**src/rtl/usb_bus_master_if.sv**
```systemverilog
// usb_bus_master_if
//   Signal bundle between the USB debug/boot initiator and the outside world.
//   It carries two groups of signals:
//     - FT245-style FIFO: usb_din/usb_dout/usb_doe, _rdf/_rd (receive), _txe/wr (transmit)
//     - 68000-style asynchronous bus: bus_req/bus_gnt, addr, bus_dout/bus_doe/bus_din,
//       _as/_ds/rw, _dtack
//   Modports:
//     master - the initiator (drives strobes, address and FIFO controls)
//     slave  - the environment (host FIFO plus bus responder/arbiter)
interface usb_bus_master_if #(
  parameter int ADDR_W = 20
);
  logic [7:0]        usb_din;
  logic [7:0]        usb_dout;
  logic              usb_doe;
  logic              _rdf;
  logic              _rd;
  logic              _txe;
  logic              wr;
  logic              bus_req;
  logic              bus_gnt;
  logic [ADDR_W-1:0] addr;
  logic [7:0]        bus_dout;
  logic              bus_doe;
  logic [7:0]        bus_din;
  logic              _as;
  logic              _ds;
  logic              rw;
  logic              _dtack;

  modport master (
    input  usb_din, _rdf, _txe, bus_gnt, bus_din, _dtack,
    output usb_dout, usb_doe, _rd, wr, bus_req, addr, bus_dout, bus_doe, _as, _ds, rw
  );

  modport slave (
    output usb_din, _rdf, _txe, bus_gnt, bus_din, _dtack,
    input  usb_dout, usb_doe, _rd, wr, bus_req, addr, bus_dout, bus_doe, _as, _ds, rw
  );
endinterface

```
**src/rtl/usb_bus_master.sv**
```systemverilog
// usb_bus_master
//   Host-side debug/boot initiator. It pulls command bytes from an FT245-style
//   USB FIFO and runs single byte read/write cycles on a 68000-style
//   asynchronous bus. It returns a status byte, followed by the data byte for
//   reads.
//   Commands:
//     57 A2 A1 A0 D : write D to {A2[3:0],A1,A0}  -> 06 (ok) / 15 (timeout)
//     52 A2 A1 A0   : read                        -> status, data
//     other         : no bus cycle                -> 3F
//   Optional macro USB_BUS_MASTER_AUTOINC_EN: opcode 4E repeats the last R/W at
//   last address + 1. It takes one data byte if the last op was a write. When
//   the macro is undefined, 4E is an unknown opcode.
//   Ports:
//     clk, _reset   clock, asynchronous active-low reset
//     u             FIFO + bus signal bundle (master modport)
//     busy          FSM not in IDLE
//     err           sticky dtack-timeout flag, cleared only by reset
module usb_bus_master #(
  parameter int ADDR_W        = 20,
  parameter int DTACK_TIMEOUT = 255,
  parameter int RD_PULSE      = 2,
  parameter int WR_PULSE      = 2
) (
  input  logic             clk,
  input  logic             _reset,
  usb_bus_master_if.master u,
  output logic             busy,
  output logic             err
);

  localparam logic [7:0] OP_W   = 8'h57;
  localparam logic [7:0] OP_R   = 8'h52;
`ifdef USB_BUS_MASTER_AUTOINC_EN
  localparam logic [7:0] OP_N   = 8'h4E;
`endif
  localparam logic [7:0] ST_OK  = 8'h06;
  localparam logic [7:0] ST_TO  = 8'h15;
  localparam logic [7:0] ST_BAD = 8'h3F;

  // Strobe-to-strobe spacing on the FIFO. It covers the 2-flop synchronizer,
  // so _rdf/_txe already reflect the previous access when they are next sampled.
  localparam int SYNC_GAP = 3;
  localparam int CNT_W    = $clog2(DTACK_TIMEOUT + RD_PULSE + WR_PULSE + SYNC_GAP + 1) + 1;

  typedef enum logic [2:0] {IDLE, FETCH, REQ, ADDR, STROBE, RELEASE, SEND} state_t;
  // Sub-phase of a FIFO byte transfer (shared by FETCH and SEND)
  typedef enum logic [2:0] {P_WAIT, P_PULSE, P_GAP, P_SETUP, P_HOLD} phase_t;

  typedef struct packed {
    state_t            state;
    phase_t            phase;
    logic [CNT_W-1:0]  cnt;
    logic [2:0]        bidx;     // command bytes fetched so far
    logic [4:0][7:0]   cmd;      // opcode, A2, A1, A0, D
    logic [7:0]        rdata;
    logic [7:0]        rep0;     // status byte
    logic              tout;
    logic              two;      // reply carries a data byte
    logic              ridx;     // reply byte being sent
    logic              err;
    logic              rd_n;
    logic              wr;
    logic              usb_doe;
    logic [7:0]        usb_dout;
    logic              bus_req;
    logic [ADDR_W-1:0] addr;
    logic [7:0]        bus_dout;
    logic              bus_doe;
    logic              as_n;
    logic              ds_n;
    logic              rw;
  } regs_t;

  localparam regs_t R_RST = '{state: IDLE, phase: P_WAIT, cnt: '0, bidx: '0, cmd: '0,
                              rdata: '0, rep0: '0, tout: 1'b0, two: 1'b0, ridx: 1'b0,
                              err: 1'b0, rd_n: 1'b1, wr: 1'b0, usb_doe: 1'b0,
                              usb_dout: '0, bus_req: 1'b0, addr: '0, bus_dout: '0,
                              bus_doe: 1'b0, as_n: 1'b1, ds_n: 1'b1, rw: 1'b1};

  regs_t r, rn;

  // Input synchronizers, reset to the idle level of each input
  logic [1:0] rdf_sy, txe_sy, dtack_sy, gnt_sy;
  logic       rdf_s, txe_s, dtack_s, gnt_s;

  always_ff @(posedge clk or negedge _reset) begin
    if (!_reset) begin
      rdf_sy   <= 2'b11;
      txe_sy   <= 2'b11;
      dtack_sy <= 2'b11;
      gnt_sy   <= 2'b00;
    end else begin
      rdf_sy   <= {rdf_sy[0],   u._rdf};
      txe_sy   <= {txe_sy[0],   u._txe};
      dtack_sy <= {dtack_sy[0], u._dtack};
      gnt_sy   <= {gnt_sy[0],   u.bus_gnt};
    end
  end

  assign rdf_s   = rdf_sy[1];
  assign txe_s   = txe_sy[1];
  assign dtack_s = dtack_sy[1];
  assign gnt_s   = gnt_sy[1];

`ifdef USB_BUS_MASTER_AUTOINC_EN
  // Last executed bus op. The reset value makes the first 4E read address 0.
  logic              last_w;
  logic [ADDR_W-1:0] last_addr;
`endif

  // The full 24-bit address from the command; bits above ADDR_W are dropped
  logic [23:0] a24;
  logic        unused_a24;
  assign a24        = {r.cmd[1], r.cmd[2], r.cmd[3]};
  assign unused_a24 = ^a24;

  // Opcode decode: byte count, and the shape of the bus cycle it launches
  logic [2:0]        need;
  logic              bus_op;
  logic              op_rd;
  logic [ADDR_W-1:0] op_addr;
  logic [7:0]        op_data;

  always_comb begin
    need    = 3'd1;
    bus_op  = 1'b0;
    op_rd   = (r.cmd[0] == OP_R);
    op_addr = a24[ADDR_W-1:0];
    op_data = r.cmd[4];
    case (r.cmd[0])
      OP_W: begin need = 3'd5; bus_op = 1'b1; end
      OP_R: begin need = 3'd4; bus_op = 1'b1; end
`ifdef USB_BUS_MASTER_AUTOINC_EN
      OP_N: begin
        need    = last_w ? 3'd2 : 3'd1;
        bus_op  = 1'b1;
        op_rd   = !last_w;
        op_addr = last_addr + ADDR_W'(1);
        op_data = r.cmd[1];
      end
`endif
      default: ;
    endcase
  end

  always_ff @(posedge clk or negedge _reset) begin
    if (!_reset) r <= R_RST;
    else         r <= rn;
  end

  always_comb begin
    rn = r;
    case (r.state)
      IDLE: begin
        if (!rdf_s) begin
          rn.state = FETCH;
          rn.phase = P_PULSE;
          rn.rd_n  = 1'b0;
          rn.cnt   = CNT_W'(1);
          rn.bidx  = 3'd0;
        end
      end

      FETCH: begin
        case (r.phase)
          P_WAIT: begin
            if (!rdf_s) begin
              rn.phase = P_PULSE;
              rn.rd_n  = 1'b0;
              rn.cnt   = CNT_W'(1);
            end
          end
          P_PULSE: begin
            // FIFO data is sampled on the last clock of the _rd pulse
            if (r.cnt == CNT_W'(RD_PULSE)) begin
              rn.cmd[r.bidx] = u.usb_din;
              rn.bidx        = r.bidx + 3'd1;
              rn.rd_n        = 1'b1;
              rn.cnt         = CNT_W'(1);
              rn.phase       = P_GAP;
            end else begin
              rn.cnt = r.cnt + 1'b1;
            end
          end
          default: begin // P_GAP
            if (r.cnt == CNT_W'(SYNC_GAP)) begin
              if (r.bidx == need) begin
                if (bus_op) begin
                  rn.state   = REQ;
                  rn.bus_req = 1'b1;
                end else begin
                  rn.state = SEND;
                  rn.phase = P_WAIT;
                  rn.rep0  = ST_BAD;
                  rn.two   = 1'b0;
                  rn.ridx  = 1'b0;
                end
              end else begin
                rn.phase = P_WAIT;
              end
            end else begin
              rn.cnt = r.cnt + 1'b1;
            end
          end
        endcase
      end

      REQ: begin
        if (gnt_s) begin
          rn.state    = ADDR;
          rn.addr     = op_addr;
          rn.rw       = op_rd;
          rn.bus_dout = op_rd ? r.bus_dout : op_data;
          rn.bus_doe  = !op_rd;
          rn.as_n     = 1'b0;
        end
      end

      ADDR: begin
        rn.state = STROBE;
        rn.ds_n  = 1'b0;
        rn.cnt   = CNT_W'(1);
      end

      STROBE: begin
        if (!dtack_s) begin
          if (r.rw) rn.rdata = u.bus_din;
          rn.tout    = 1'b0;
          rn.state   = RELEASE;
          rn.as_n    = 1'b1;
          rn.ds_n    = 1'b1;
          rn.bus_doe = 1'b0;
        end else if (r.cnt == CNT_W'(DTACK_TIMEOUT)) begin
          rn.err     = 1'b1;
          rn.tout    = 1'b1;
          rn.rdata   = 8'h00;
          rn.state   = RELEASE;
          rn.as_n    = 1'b1;
          rn.ds_n    = 1'b1;
          rn.bus_doe = 1'b0;
        end else begin
          rn.cnt = r.cnt + 1'b1;
        end
      end

      RELEASE: begin
        rn.bus_req = 1'b0;
        rn.rw      = 1'b1;
        rn.state   = SEND;
        rn.phase   = P_WAIT;
        rn.rep0    = r.tout ? ST_TO : ST_OK;
        rn.two     = r.rw;
        rn.ridx    = 1'b0;
      end

      SEND: begin
        case (r.phase)
          P_WAIT: begin
            if (!txe_s) begin
              rn.usb_dout = r.ridx ? r.rdata : r.rep0;
              rn.usb_doe  = 1'b1;
              rn.phase    = P_SETUP;
            end
          end
          P_SETUP: begin
            rn.wr    = 1'b1;
            rn.cnt   = CNT_W'(1);
            rn.phase = P_PULSE;
          end
          P_PULSE: begin
            // The FIFO latches on the falling edge of wr; data stays one more clock
            if (r.cnt == CNT_W'(WR_PULSE)) begin
              rn.wr    = 1'b0;
              rn.phase = P_HOLD;
            end else begin
              rn.cnt = r.cnt + 1'b1;
            end
          end
          P_HOLD: begin
            rn.usb_doe  = 1'b0;
            rn.usb_dout = 8'h00;
            if (r.ridx == r.two) begin
              rn.state = IDLE;
              rn.phase = P_WAIT;
            end else begin
              rn.ridx  = 1'b1;
              rn.cnt   = CNT_W'(1);
              rn.phase = P_GAP;
            end
          end
          default: begin // P_GAP
            if (r.cnt == CNT_W'(SYNC_GAP)) rn.phase = P_WAIT;
            else                           rn.cnt   = r.cnt + 1'b1;
          end
        endcase
      end

      default: rn = R_RST;
    endcase
  end

`ifdef USB_BUS_MASTER_AUTOINC_EN
  always_ff @(posedge clk or negedge _reset) begin
    if (!_reset) begin
      last_w    <= 1'b0;
      last_addr <= '1;
    end else if (r.state == REQ && rn.state == ADDR) begin
      last_w    <= !rn.rw;
      last_addr <= rn.addr;
    end
  end
`endif

  assign u._rd      = r.rd_n;
  assign u.wr       = r.wr;
  assign u.usb_doe  = r.usb_doe;
  assign u.usb_dout = r.usb_dout;
  assign u.bus_req  = r.bus_req;
  assign u.addr     = r.addr;
  assign u.bus_dout = r.bus_dout;
  assign u.bus_doe  = r.bus_doe;
  assign u._as      = r.as_n;
  assign u._ds      = r.ds_n;
  assign u.rw       = r.rw;
  assign busy       = (r.state != IDLE);
  assign err        = r.err;

endmodule

```
**src/flat_wrapper.sv**
```systemverilog
// flat-port wrapper written by rule: the top's interface ports become plain ports
module usb_bus_master_flat 
#(
  parameter int ADDR_W        = 20,
  parameter int DTACK_TIMEOUT = 255,
  parameter int RD_PULSE      = 2,
  parameter int WR_PULSE      = 2
)
  (clk, _reset, busy, err, u_usb_din, u__rdf, u__txe, u_bus_gnt, u_bus_din, u__dtack, u_usb_dout, u_usb_doe, u__rd, u_wr, u_bus_req, u_addr, u_bus_dout, u_bus_doe, u__as, u__ds, u_rw);
  usb_bus_master_if #(.ADDR_W(ADDR_W)) u_i ();
  input  logic clk;
  input  logic _reset;
  output logic busy;
  output logic err;
  input wire logic [$bits(u_i.usb_din)-1:0] u_usb_din;
  input wire logic [$bits(u_i._rdf)-1:0] u__rdf;
  input wire logic [$bits(u_i._txe)-1:0] u__txe;
  input wire logic [$bits(u_i.bus_gnt)-1:0] u_bus_gnt;
  input wire logic [$bits(u_i.bus_din)-1:0] u_bus_din;
  input wire logic [$bits(u_i._dtack)-1:0] u__dtack;
  output wire logic [$bits(u_i.usb_dout)-1:0] u_usb_dout;
  output wire logic [$bits(u_i.usb_doe)-1:0] u_usb_doe;
  output wire logic [$bits(u_i._rd)-1:0] u__rd;
  output wire logic [$bits(u_i.wr)-1:0] u_wr;
  output wire logic [$bits(u_i.bus_req)-1:0] u_bus_req;
  output wire logic [$bits(u_i.addr)-1:0] u_addr;
  output wire logic [$bits(u_i.bus_dout)-1:0] u_bus_dout;
  output wire logic [$bits(u_i.bus_doe)-1:0] u_bus_doe;
  output wire logic [$bits(u_i._as)-1:0] u__as;
  output wire logic [$bits(u_i._ds)-1:0] u__ds;
  output wire logic [$bits(u_i.rw)-1:0] u_rw;
  assign u_i.usb_din = u_usb_din;
  assign u_i._rdf = u__rdf;
  assign u_i._txe = u__txe;
  assign u_i.bus_gnt = u_bus_gnt;
  assign u_i.bus_din = u_bus_din;
  assign u_i._dtack = u__dtack;
  assign u_usb_dout = u_i.usb_dout;
  assign u_usb_doe = u_i.usb_doe;
  assign u__rd = u_i._rd;
  assign u_wr = u_i.wr;
  assign u_bus_req = u_i.bus_req;
  assign u_addr = u_i.addr;
  assign u_bus_dout = u_i.bus_dout;
  assign u_bus_doe = u_i.bus_doe;
  assign u__as = u_i._as;
  assign u__ds = u_i._ds;
  assign u_rw = u_i.rw;
  usb_bus_master #(.ADDR_W(ADDR_W), .DTACK_TIMEOUT(DTACK_TIMEOUT), .RD_PULSE(RD_PULSE), .WR_PULSE(WR_PULSE)) u_core (.clk(clk), ._reset(_reset), .u(u_i), .busy(busy), .err(err));
endmodule
```
**config.mk**
```make
export PLATFORM = sky130hd
export DESIGN_NAME = usb_bus_master_flat
export DESIGN_NICKNAME = d
export VERILOG_FILES = /design/src/rtl/usb_bus_master_if.sv /design/src/rtl/usb_bus_master.sv /design/src/flat_wrapper.sv
export SDC_FILE = /design/constraint.sdc
export NUM_CORES = 1
export LEC_CHECK = 0
export ABC_AREA = 0
export CORE_MARGIN = 8
export CORE_UTILIZATION = 50
export CTS_BUF_LIST = sky130_fd_sc_hd__clkbuf_8 sky130_fd_sc_hd__clkbuf_16
export DETAILED_ROUTE_END_ITERATION = 10
export HOLD_SLACK_MARGIN = 0.05
export PLACE_DENSITY = 0.83
export SYNTH_ARGS = -nofsm -noshare
export SYNTH_HDL_FRONTEND = slang
export SYNTH_SLANG_ARGS = --single-unit
```
**constraint.sdc**
```tcl
create_clock -name clk -period 2.2 [get_ports clk]
set_input_delay 0.44 -clock clk [delete_from_list [all_inputs] [get_ports clk]]
set_output_delay 0.44 -clock clk [all_outputs]
set_load 0.02 [all_outputs]
```
==> results of run 1 <==
==> stage by stage <==
step	setup TNS, ps	std cells	utilization, %	worst slack (ps)	total power, mW
2_1_floorplan	0	601	-	67.9	5.30
3_3_place_gp	-75.6	823	59.6	-66.3	6.79
3_5_place_dp	-532	823	59.6	-141	6.90
4_1_cts	0	856	65.3	0.433	10.0
5_1_grt	-463	864	66.7	-73.5	10.8
6_report	0	864	66.7	37.7	10.3
==> per-layer routing <==
metal	GRT usage, %	wire (um)	share of wire, %
met2	33.4	8220	49
met1	26.2	7040	42
met4	9.87	436	2.6
met3	5.99	1140	6.8
met5	0	0	0
==> logic make-up (layout without fill, tap and decap cells) <==
logic type | count (synthesis) | in the layout | synth area share, %
adders and majority gates | 7 | 7 | 1.43
buffers and inverters | 86 | 202 | 7.98
xor gates and xnor gates | 2 | 2 | 0.286
AOI/OAI and AO/OA | 183 | 183 | 21.6
and+or+nand+nor | 188 | 188 | 16.2
muxes | 12 | 12 | 2.06
DFF | 123 | 123 | 50.4
==> layout make-up <==
class | count | share of cell area [%]
sequential | 123 | 38.7
multi-input combinational | 392 | 33.5
timing repair buffer | 151 | 16.6
clock buffer | 17 | 5.31
clock inverter | 14 | 2.72
tap | 147 | 2.30
inverter | 20 | 0.937
==> report_power, final <==
| part | internal, mW | switching (mW) |
|---|---|---|
| clock | 2.01 | 1.04 |
| combinational | 1.88 | 2.42 |
| sequential | 2.60 | 0.334 |
| total | 6.49 | 3.79 |
==> repair_timing <==
item                                    in CTS  in global routing
hold buffers                                 1                  0
resized for setup                            7                 31
hold endpoints to repair                    21                  0
endpoints found under the setup margin      11                 67
buffers inserted                             1                  8
pin swaps                                    1                 11
==> critical path: stages, from the launching register on <==
cell,delay (ps)
dfrtp_1,380
nand4bb_1,240
or4_4,520
o22ai_2,240
a31oi_4,90
o21ai_4,230
mux2_1,340
==> registers in the layout, indices dropped and copies added, names as in the netlist, 2 cells and up <==
| register | count |
|---|---|
| u_core.op_data | 8 |
| u_core.u.bus_dout | 8 |
| u_core.u.addr | 20 |
| u_core.dtack_sy | 2 |
| u_core.u.usb_dout | 8 |
| u_core.txe_sy | 2 |
| u_core.rdf_sy | 2 |
| u_core.gnt_sy | 2 |
| u_core.a24 | 20 |
| u_core.r | 42 |
==> cell usage in the layout, fill, tap and decap left out, drive strengths merged, types with 5 or more instances in the layout <==
cell	Yosys	layout
a211oi	5	5
nand3	17	17
nor4	9	9
mux2	5	5
clkbuf	21	17
ha	7	7
nor3	10	10
o21ai	53	53
a31oi	7	7
or4	5	5
buf	45	84
mux2i	7	7
nor2b	7	7
nand2	81	81
o22ai	5	5
clkdlybuf4s50	0	65
a22o	55	55
and3	5	5
bufinv	0	5
nor2	22	22
a21oi	17	17
a22oi	5	5
dfstp	10	10
dfrtp	113	113
inv	20	24
nand2b	8	8
==> worst max path at each step <==
| stage | start | endpoint | slack (ps) | cells past startpoint |
|---|---|---|---|---|
| after floorplan | u_core.r[69] | u_core.r[117] | 70 | 6 |
| after global placement | u_core.r[122] | u_core.r[117] | -70 | 7 |
| after detailed placement | u_core.r[122] | u_core.r[114] | -140 | 7 |
| after CTS | u_core.r[122] | u_core.r[114] | 0.4 | 7 |
| after global routing | u_core.r[107] | u_core.r[63] | -70 | 8 |
| final | u_core.r[69] | u_core.r[49] | 40 | 6 |
==> run summary, run 1 <==
==========================================================================================
Critical Path Source Type                                                             flop
TritonCTS clock tree                                                                  done
Post-detailed-route count of antenna-violating nets                                      0
Maximum capacitance violations                                                           0
Total routed wirelength                                                           16800 um
Minimum period implied by the final worst setup slack                              2160 ps
Clk Tree Root Cell                                                               clkbuf_16
Critical Setup Path Class                                                       reg -> reg
Number of CTS-inserted buffers                                                          17
Area Overhead vs Synth                                                               30.7%
Clock edge transition at the registers on the reported setup and hold paths          60 ps
Required time at the worst-slack endpoint                                          2500 ps
Pwr dens                                                                      1280 nW/um^2
DRT Pass-1 Iters                                                                         6
Reg-to-Reg Start                                                              u_core.r[69]
Initial Utilization                                                                  51.1%
Final setup violating endpoints                                                          0
1st-iter DRT viols                                                                     436
Share of cells above drive strength 1                                                25.2%
Number of antenna violations at the first check in global routing                        0
Cell area reported after detailed placement                                      7160 um^2
Fill cells                                                                             908
Data arrival time at the worst-slack endpoint                                      2460 ps
Clock latency reported for the late side of the worst-skew pair                     420 ps
Post-synthesis average cell area                                                 10.2 um^2
Post-layout instance area                                                        8010 um^2
Synth area leaders                                                            dfrtp_1 46%, a22o_1 7.9%, nand2_1 4.9%
Vias per inst                                                                         6.04
Period utilization                                                                   98.3%
Global placement routability congestion                                              0.904
Total area of sequential cells                                                   3100 um^2
Synthesized netlist net count                                                          630
Global-route total usage across every layer                                          21.1%
Yosys Warn Count                                                                         0
Worst vdd rail ir drop                                                             1160 uV
Async SR Flop Fraction                                                                100%
Maximum number of pins on one net before global-route repair                            55
Remaining max-slew budget at the tightest pin                                        40.1%
Fmax                                                                               462 MHz
Reg2reg setup slack                                                                  40 ps
Lkg Pwr                                                                            3.53 nW
Hold WS                                                                             351 ps
Number of register bits inferred by synthesis                                          123
Chip width                                                                          127 um
Via count of the first global-routing pass                                            5280
Worst reg2reg endpoint                                                        u_core.r[49]
Classification of the worst-slack hold path                                     reg -> reg
Die ar.                                                                         16100 um^2
Sequential-to-total area share from yosys stat                                       50.4%
Status                                                                        finished clean
Synth Flop Type                                                                    dfrtp_1
Die H                                                                               127 um
Worst-case reg-to-reg path depth                                                         6
Number of ports placed on the die boundary                                              68
Worst Min Path Start                                                          u_core.gnt_sy[0]
DR WL/cell                                                                         19.5 um
Share of the synthesized area in the top cell type                                   46.1%
First-pass GRT wire length                                                        27200 um
Sinks on the clock net                                                                 123
Number of pins exceeding their max-slew limit in the final report                        0
Most frequently used cell type in the post-synthesis netlist                       dfrtp_1
Diode count                                                                              0
Net count, final                                                                       734
Worst Hold Path EP                                                            u_core.gnt_sy[1]
Via count                                                                             5219
Number of enable-type register cells in the synthesized netlist                          0
Worst hold stages                                                                        0
Post-synthesis cell type with the largest combined area                            dfrtp_1
Number of library cell types mapped by synthesis                                        76
Unrepaired setup endpoints after global routing                                       true
Core area                                                                       12000 um^2
Placed wire-length estimate                                                       11600 um
Port Buffers                                                                            67
Netlist area before placement                                                    6130 um^2
Max FO, Critical Path                                                                    4
Maximum clock skew at final layout                                                 8.07 ps
Area taken by multi-input logic gates                                            2680 um^2
Number of failing hold endpoints at the final stage                                      0
CP Capture Type                                                                       flop
Remaining DRCs                                                                           0
Clock H-tree levels                                                                      4
Slew at the pin with the worst max-slew slack                                       891 ps
Commonest cells in the netlist                                                113 x dfrtp_1, 80 x nand2_1, 55 x a22o_1
Number of instances in the synthesized netlist                                         601
Std-Cell Rows                                                                           40
Global route overflow                                                                    0
Bufs on Longest Clock Path                                                               2
==========================================================================================
Power figures use the tool's default switching activity.
==> run 2: changes to the inputs <==
--- a/config.mk
+++ b/config.mk
@@ -6,7 +6,8 @@
 export NUM_CORES = 1
 export LEC_CHECK = 0
 export ABC_AREA = 0
-export CORE_MARGIN = 8
+export CAP_MARGIN = 30
+export CORE_MARGIN = 5
 export CORE_UTILIZATION = 50
 export CTS_BUF_LIST = sky130_fd_sc_hd__clkbuf_8 sky130_fd_sc_hd__clkbuf_16
 export DETAILED_ROUTE_END_ITERATION = 10
==> run 2 against run 1 <==
Compared with the run above: die area shrank 9.2%; clock skew grew 5.0 ps; critical path depth grew 2; sequential power is essentially flat.
==> run summary, run 2 (synthesis results as in run 1) <==
==========================================================================================
Status                                                                        finished clean
Number of antenna violations at the first check in global routing                        0
Routing usage on met1                                                                28.2%
Minimum period implied by the final worst setup slack                              2160 ps
Remaining DRCs                                                                           0
Flip-flop count of the largest register after layout                                    42
Area taken by multi-input logic gates                                            2690 um^2
Global-route total usage across every layer                                          23.0%
First-pass GRT wire length                                                        26300 um
Max FO, Critical Path                                                                    7
Clk Tree Root Cell                                                               clkbuf_16
Top reg by flops                                                                  u_core.r
Required time at the worst-slack endpoint                                          2560 ps
Port Buffers                                                                            67
Utilization after layout                                                             65.8%
Smallest setup slack after layout                                                  39.8 ps
Number of failing hold endpoints at the final stage                                      0
Lkg Pwr                                                                            3.47 nW
Commonest cells after routing, fill and taps aside                            106 x dfrtp_1, 75 x nand2_1, 66 x buf_4
Bufs on Longest Clock Path                                                               2
Post-detailed-route count of antenna-violating nets                                      0
Via count of the first global-routing pass                                            5209
DRT Pass-1 Iters                                                                         5
Clock edge transition at the registers on the reported setup and hold paths          50 ps
TritonCTS clock tree                                                                  done
CP Capture Type                                                                       flop
Clock H-tree levels                                                                      4
Worst-case reg-to-reg path depth                                                         8
Unrepaired setup endpoints after global routing                                       true
Critical Setup Path Class                                                       reg -> reg
Share of cells above drive strength 1                                                23.4%
Data arrival time at the worst-slack endpoint                                      2520 ps
Maximum number of pins on one net before global-route repair                            58
Vias per inst                                                                         6.00
Maximum clock skew at final layout                                                 13.1 ps
Post-Place Setup Slack                                                            -48.6 ps
Critical Path Source Type                                                             flop
Clock latency reported for the late side of the worst-skew pair                     430 ps
Diode count                                                                              0
Maximum capacitance violations                                                           0
Count of placed standard cells including taps                                          813
Number of CTS-inserted buffers                                                          17
Number of ports placed on the die boundary                                              68
Pwr dens                                                                      1270 nW/um^2
Fill cells                                                                             918
Total routed wirelength                                                           16000 um
Final setup violating endpoints                                                          0
Worst hold stages                                                                        0
Global route overflow                                                                    0
Period utilization                                                                   98.2%
Global placement routability congestion                                              0.928
Die H                                                                               121 um
Met2 Track Usage GR                                                                  39.2%
Core area                                                                       12000 um^2
Final non-filler cell total                                                            849
DR WL/cell                                                                         18.8 um
Total area of sequential cells                                                   3100 um^2
Via count                                                                             5090
Net count, final                                                                       718
Met3 Usage GRT                                                                       5.71%
Placed wire-length estimate                                                       11300 um
Commonest non-fill, non-tap cell in the layout                                     dfrtp_1
Area Overhead vs Synth                                                               28.9%
Layer carrying the most global-route usage                                            met2
Chip width                                                                          121 um
Hold WS                                                                             355 ps
Die ar.                                                                         14600 um^2
Remaining max-slew budget at the tightest pin                                        46.8%
1st-iter DRT viols                                                                     448
Slew at the pin with the worst max-slew slack                                       792 ps
Std-Cell Rows                                                                           40
Worst vdd rail ir drop                                                              958 uV
Initial Utilization                                                                  51.1%
Fmax                                                                               463 MHz
Sinks on the clock net                                                                 123
Number of pins exceeding their max-slew limit in the final report                        0
Classification of the worst-slack hold path                                     reg -> reg
==========================================================================================
## run 2: critical path, cell delays in order, from the launching register on
cell and delay [ps]:
dfrtp_2 440, buf_4 160, buf_4 150, nor4bb_2 260, o21ai_1 110, o311a_4 170
o21a_4 230, or4_1 490, nand3_1 100
## run 2: layout make-up
class / count / share of cell area, %
clock buffers: 20 / 5.90
clock inverters: 12 / 2.33
well taps: 147 / 2.33
repair buffers: 135 / 15.2
inverters: 20 / 0.950
multi-input cells: 392 / 34.0
flip-flops and latches: 123 / 39.2
## run 2: metal layers
layer / wire length (um) / share of wire, % / vias up
li1: - / - / 2345
met1: 6700 / 42 / 2526
met2: 8060 / 50 / 189
met3: 872 / 5.5 / 30
met4: 340 / 2.1 / 0
met5: 0 / 0 / -
## run 2: path summary, 6_finish.rpt
| check | startpoint | end | slack (ps) |
|---|---|---|---|
| setup reg to reg | u_core.r[117] | u_core.r[110] | 40 |
| hold reg to reg | u_core.txe_sy[0] | u_core.txe_sy[1] | 360 |
| setup / recovery | u_core.r[117] | u_core.r[110] | 40 |
| max in group asynchronous | _reset | u_core.u.addr[15] | 1010 |
| hold / removal | u_core.txe_sy[0] | u_core.txe_sy[1] | 360 |
| min in group asynchronous | _reset | u_core.r[47] | 540 |
## run 2: repair_timing
action                                  in CTS  in global routing
resized for setup                            9                 26
endpoints found under the setup margin       8                 60
setup buffers                                0                  3
pin swaps                                    1                  5
hold buffers                                 1                  0
hold endpoints to repair                    27                  0
## run 2: metrics by stage
stage          instance area, um^2  total power [mW]  TNS [ps]
6_report                      7900              10.1         0
5_1_grt                       7900              10.6     -42.5
4_1_cts                       7770              9.84         0
3_5_place_dp                  7080              6.70     -54.3
3_3_place_gp                  7080              6.59      -145
2_1_floorplan                 6130              5.30         0
## run 2: where the power goes
part | switching, mW | internal [mW]
clock | 1.05 | 2.00
combinational | 2.32 | 1.76
sequential | 0.338 | 2.60
total | 3.70 | 6.36
